**src/rtl/nes_multi_pad_reader.sv**
```systemverilog
// Serial NES/SNES pad reader: drives a shared latch/clock pair, shifts all pads in parallel
// and publishes active-low button vectors with press/release event pulses.
module nes_multi_pad_reader #(
   parameter int NUM_PADS         = 2,
   parameter int NUM_BUTTONS      = 8,
   parameter int CLK_DIV          = 300,
   parameter int AUTO_POLL_CYCLES = 0
) (
   input  logic                            in_clock,
   input  logic                            reset_n,
   input  logic [NUM_PADS-1:0]             pad_data,
   input  logic                            read_data,
   output logic                            pad_latch,
   output logic                            pad_clock,
   output logic [NUM_PADS*NUM_BUTTONS-1:0] buttons,
   output logic [NUM_PADS*NUM_BUTTONS-1:0] pressed,
   output logic [NUM_PADS*NUM_BUTTONS-1:0] released,
   output logic                            buttons_valid,
   output logic                            ready_to_read
);

   localparam int TOTAL = NUM_PADS * NUM_BUTTONS;
   localparam int DIV_W = $clog2(2 * CLK_DIV + 1);
   localparam int IDX_W = (NUM_BUTTONS > 1) ? $clog2(NUM_BUTTONS) : 1;
   localparam logic [DIV_W-1:0] LATCH_LAST = DIV_W'(2 * CLK_DIV - 1);
   localparam logic [DIV_W-1:0] HALF_LAST  = DIV_W'(CLK_DIV - 1);
   localparam logic [IDX_W-1:0] IDX_LAST   = IDX_W'(NUM_BUTTONS - 1);

   typedef enum logic [2:0] {IDLE, LATCH, GAP, CLK_HI, DONE} state_t;

   state_t             state;
   state_t             next_state;
   logic [DIV_W-1:0]   div_cnt;
   logic [IDX_W-1:0]   bit_idx;
   logic [TOTAL-1:0]   shift_reg;
   logic               pending;
   logic               poll_wrap;
   logic               start;
   logic               phase_end;
   logic               last_bit;
   logic               latch_next;
   logic               clock_next;

   assign start     = (state == IDLE) && (read_data || pending);
   assign phase_end = (state == LATCH) ? (div_cnt == LATCH_LAST) : (div_cnt == HALF_LAST);
   assign last_bit  = (bit_idx == IDX_LAST);

   always_ff @(posedge in_clock or negedge reset_n) begin
      if (!reset_n) begin
         state <= IDLE;
      end else begin
         state <= next_state;
      end
   end

   always_comb begin
      next_state = state;
      case (state)
         IDLE:    if (start)     next_state = LATCH;
         LATCH:   if (phase_end) next_state = GAP;
         GAP:     if (phase_end) next_state = last_bit ? DONE : CLK_HI;
         CLK_HI:  if (phase_end) next_state = GAP;
         DONE:                   next_state = IDLE;
         default:                next_state = IDLE;
      endcase
   end

   // Pin levels are decoded from the next state so the registered pins line up with the state
   always_comb begin
      latch_next    = (next_state == LATCH);
      clock_next    = (next_state == CLK_HI);
      ready_to_read = (state == IDLE);
   end

   always_ff @(posedge in_clock or negedge reset_n) begin
      if (!reset_n) begin
         div_cnt   <= '0;
         bit_idx   <= '0;
         shift_reg <= '1;
      end else begin
         if ((state == IDLE) || (next_state != state)) begin
            div_cnt <= '0;
         end else begin
            div_cnt <= div_cnt + 1'b1;
         end

         if (start) begin
            bit_idx <= '0;
         end else if ((state == GAP) && phase_end && !last_bit) begin
            bit_idx <= bit_idx + 1'b1;
         end

         if ((state == GAP) && phase_end) begin
            for (int p = 0; p < NUM_PADS; p++) begin
               shift_reg[p * NUM_BUTTONS + int'(bit_idx)] <= pad_data[p];
            end
         end
      end
   end

   always_ff @(posedge in_clock or negedge reset_n) begin
      if (!reset_n) begin
         pad_latch     <= 1'b0;
         pad_clock     <= 1'b0;
         buttons       <= '1;
         pressed       <= '0;
         released      <= '0;
         buttons_valid <= 1'b0;
      end else begin
         pad_latch <= latch_next;
         pad_clock <= clock_next;
         if (state == DONE) begin
            buttons       <= shift_reg;
            pressed       <= buttons & ~shift_reg;
            released      <= ~buttons & shift_reg;
            buttons_valid <= 1'b1;
         end else begin
            pressed       <= '0;
            released      <= '0;
            buttons_valid <= 1'b0;
         end
      end
   end

   // A wrap on the same edge a frame starts re-arms pending, so that request is not lost
   always_ff @(posedge in_clock or negedge reset_n) begin
      if (!reset_n) begin
         pending <= 1'b0;
      end else if (poll_wrap) begin
         pending <= 1'b1;
      end else if (start) begin
         pending <= 1'b0;
      end
   end

   if (AUTO_POLL_CYCLES > 0) begin : g_poll
      localparam int POLL_W = (AUTO_POLL_CYCLES > 1) ? $clog2(AUTO_POLL_CYCLES) : 1;
      localparam logic [POLL_W-1:0] POLL_LAST = POLL_W'(AUTO_POLL_CYCLES - 1);
      logic [POLL_W-1:0] poll_cnt;

      always_ff @(posedge in_clock or negedge reset_n) begin
         if (!reset_n) begin
            poll_cnt <= '0;
         end else if (poll_cnt == POLL_LAST) begin
            poll_cnt <= '0;
         end else begin
            poll_cnt <= poll_cnt + 1'b1;
         end
      end

      assign poll_wrap = (poll_cnt == POLL_LAST);
   end else begin : g_no_poll
      assign poll_wrap = 1'b0;
   end

endmodule

```
**config.mk**
```make
export PLATFORM = sky130hd
export DESIGN_NAME = nes_multi_pad_reader
export DESIGN_NICKNAME = d
export VERILOG_FILES = /design/src/rtl/nes_multi_pad_reader.sv
export SDC_FILE = /design/constraint.sdc
export NUM_CORES = 1
export LEC_CHECK = 0
export CELL_PAD_IN_SITES_DETAIL_PLACEMENT = 0
export CELL_PAD_IN_SITES_GLOBAL_PLACEMENT = 1
export CORE_MARGIN = 2
export CORE_UTILIZATION = 45
export CTS_BUF_LIST = sky130_fd_sc_hd__clkbuf_8
export DETAILED_ROUTE_END_ITERATION = 7
export PLACE_DENSITY_LB_ADDON = 0.1
export REMOVE_ABC_BUFFERS = 1
export SYNTH_ARGS = -nofsm -noshare
export SYNTH_HDL_FRONTEND = slang
export SYNTH_SLANG_ARGS = --single-unit
export TNS_END_PERCENT = 5
```
**constraint.sdc**
```tcl
create_clock -name in_clock -period 2.4 [get_ports in_clock]
set_input_delay 0.72 -clock in_clock [delete_from_list [all_inputs] [get_ports in_clock]]
set_output_delay 0.72 -clock in_clock [all_outputs]
set_load 0.1 [all_outputs]
```
==> impl_metrics.toml <==
[power_and_ir_drop]
p_int_w = 0.00182
swShare_pct = 23.1
p_sw_w = 0.000547
seqPwrFrac_pct = 59.1
ir_drop_mv = 0.236
clkPwrFrac_pct = 39.2
p_leak_nw = 2.12
power_frac_comb_pct = 1.8
p_per_area_nw_per_um2 = 525

[clock_network]
clkLatencyLatePin_ps = 360
clkSinkCount = 83
htreeDepth = 3
cts_root_buf = "clkbuf_8"
cts_buffers = 9
clk_path_buf_depth = 2
post_cts.repair.setup_buffers = 0
cts_tree = "built"
post_cts_resized = 0
clkSlewWorstSetupHoldPaths_ps = 80
ctsHoldBuffers = 0

[synthesis]
synth_cells = 259
synth_edf_count = 0
yosysSeqAreaShare_pct = 59.3
async_reset_ff_share_pct = 100
postSynthAreaPerCell_um2 = 13.8
synthDistinctLibCells = 39
synth_area_um2 = 3570
yosys_warnings = 0
ys_dominant_reg_cell = "dfrtp_1"
ys_seq_elements = 83

[timing]
slew_viol_final = 0
fin_crit_sh_pct = 93.8
rsz0062_at_grt = "false"
clock.fmax_mhz = 444
period_needed_ps = 2250
fin_skew_ps = 10.1
tns_ps = 0
final_hold_viol_count = 0
finalSetupViolations = 0
holdWs_ps = 309
tightest_slew_ps = 514
slew_headroom_pct = 65.5

[setup_path]
path_class = "reg -> out"
end_kind = "output port"
r2r_cells = 4
arrival_ps = 1530
critPathRequiredTime_ps = 1680
cp-start-kind = "flop"
critical_path.max_fanout = 9

[die]
die_area_um2 = 8660
initial_core_util_pct = 46.4
coreArea_um2 = 7690
die-height_um = 93.0
rows = 32
ios = 57
die_w_um = 93.0

[global_routing]
grt_max_degree = 38
track_usage_pct = 16.4
grt_pass1_wl_mm = 11.0
grt_pass1_vias = 2199
grt_overflow = 0
antenna_found_initial = 0

[status]
status = "finished, final reports clean"

[cells_and_area]
drive_gt1_share_pct = 46.6
final_cell_mix = "dfrtp_1, buf_4, nor3b_1, dfstp_2, mux2_2"
mostFrequentLayoutCell = "dfrtp_1"
num-nets-final = 327
insertedDiodeCount = 0
area_growth_syn_to_layout_pct = 26.7

[flow_run]
cap_violations = 0

[detailed_routing]
wl_per_cell_um = 14.5
ant_nets = 0
drc = 0
drt-vias-per-instance = 5.12
drtIter0Drc = 88
first_pass_iters = 4
drt_wl_total_mm = 6.18
vias = 2179

[place]
routabilityCongestion = 0.792
portBuffers = 56
place_hpwl_mm = 4.08

[min_path]
hold_class = "in -> async"
==> per-layer routing <==
layer	GRT usage (%)	routed length, um	up-vias
li1	-	-	1040
met1	23.4	2930	1084
met2	23.6	2850	46
met3	4.59	279	9
met4	6.99	122	0
met5	0	0	-
==> worst max-delay path: stages, from the launching register on <==
cell and delay, ps:
dfrtp_1 470, nor3_1 470, buf_12 240
==> Yosys cell counts (3+ instances only) <==
master / count / area share [%]
a21oi_1: 3 / 0.42
buf_2: 6 / 0.84
clkbuf_1: 3 / 0.32
dfrtp_1: 51 / 36
dfstp_2: 32 / 24
ha_1: 3 / 1.1
inv_1: 4 / 0.42
mux2_1: 5 / 1.6
mux2_2: 27 / 8.5
mux2i_1: 3 / 0.84
nand2_1: 17 / 1.8
nand3_1: 8 / 1.1
nand4_1: 3 / 0.53
nor2_1: 8 / 0.84
nor2b_1: 3 / 0.53
nor3_1: 10 / 1.4
nor3b_1: 33 / 6.9
nor4_4: 9 / 5.4
xnor2_1: 3 / 0.74
xor2_1: 5 / 1.2
==> final cells by class <==
type | instances | area (um2)
well taps | 102 | 128
clock inverters | 6 | 47.5
repair buffers | 62 | 711
inverters | 4 | 15.0
clock buffers | 10 | 138
flip-flops and latches | 83 | 2120
multi-input cells | 159 | 1360
fillers | 636 | 3170
==> power groups by stage <==
stage               clock network, W  registers, W     logic, W
floorplan                          0       0.00143  0.000000247
global placement                   0       0.00143    0.0000442
detailed placement                 0       0.00143    0.0000451
CTS                         0.000972       0.00140    0.0000445
global route                 0.00103       0.00140    0.0000494
finish                      0.000929       0.00140    0.0000415
==> cell families (layout without fill, tap and decap cells) <==
| family | count (synthesis) | count (layout) | synth area share, % |
|---|---|---|---|
| fa+ha+maj | 3 | 3 | 1.05 |
| mux | 35 | 35 | 10.9 |
| xor+xnor | 8 | 8 | 1.96 |
| compound gates | 9 | 9 | 1.72 |
| simple gates | 104 | 104 | 22.4 |
| buf+inv | 17 | 82 | 2.53 |
| flops | 83 | 83 | 59.3 |
==> per-stage QoR <==
step	setup slack [ps]	total power (W)	utilization, %	std cells	area (um2)
floorplan	-1050	0.00143	-	246	3490
global placement	515	0.00147	56.4	410	4330
detailed placement	478	0.00147	56.4	410	4330
CTS	156	0.00242	58.8	426	4520
global route	112	0.00248	58.8	426	4520
finish	149	0.00237	58.8	426	4520
==> final timing paths <==
kind                       slack [ps]  startpoint             to
max                               150    state[1]  ready_to_read
min                               310     reset_n     pressed[2]
max reg2reg                       460  div_cnt[0]     bit_idx[2]
min reg2reg                       490  div_cnt[0]     div_cnt[0]
max in group asynchronous        1440     reset_n  shift_reg[15]
min in group in_clock             490  div_cnt[0]     div_cnt[0]
Note: power is estimated with default switching activity, not from simulation.
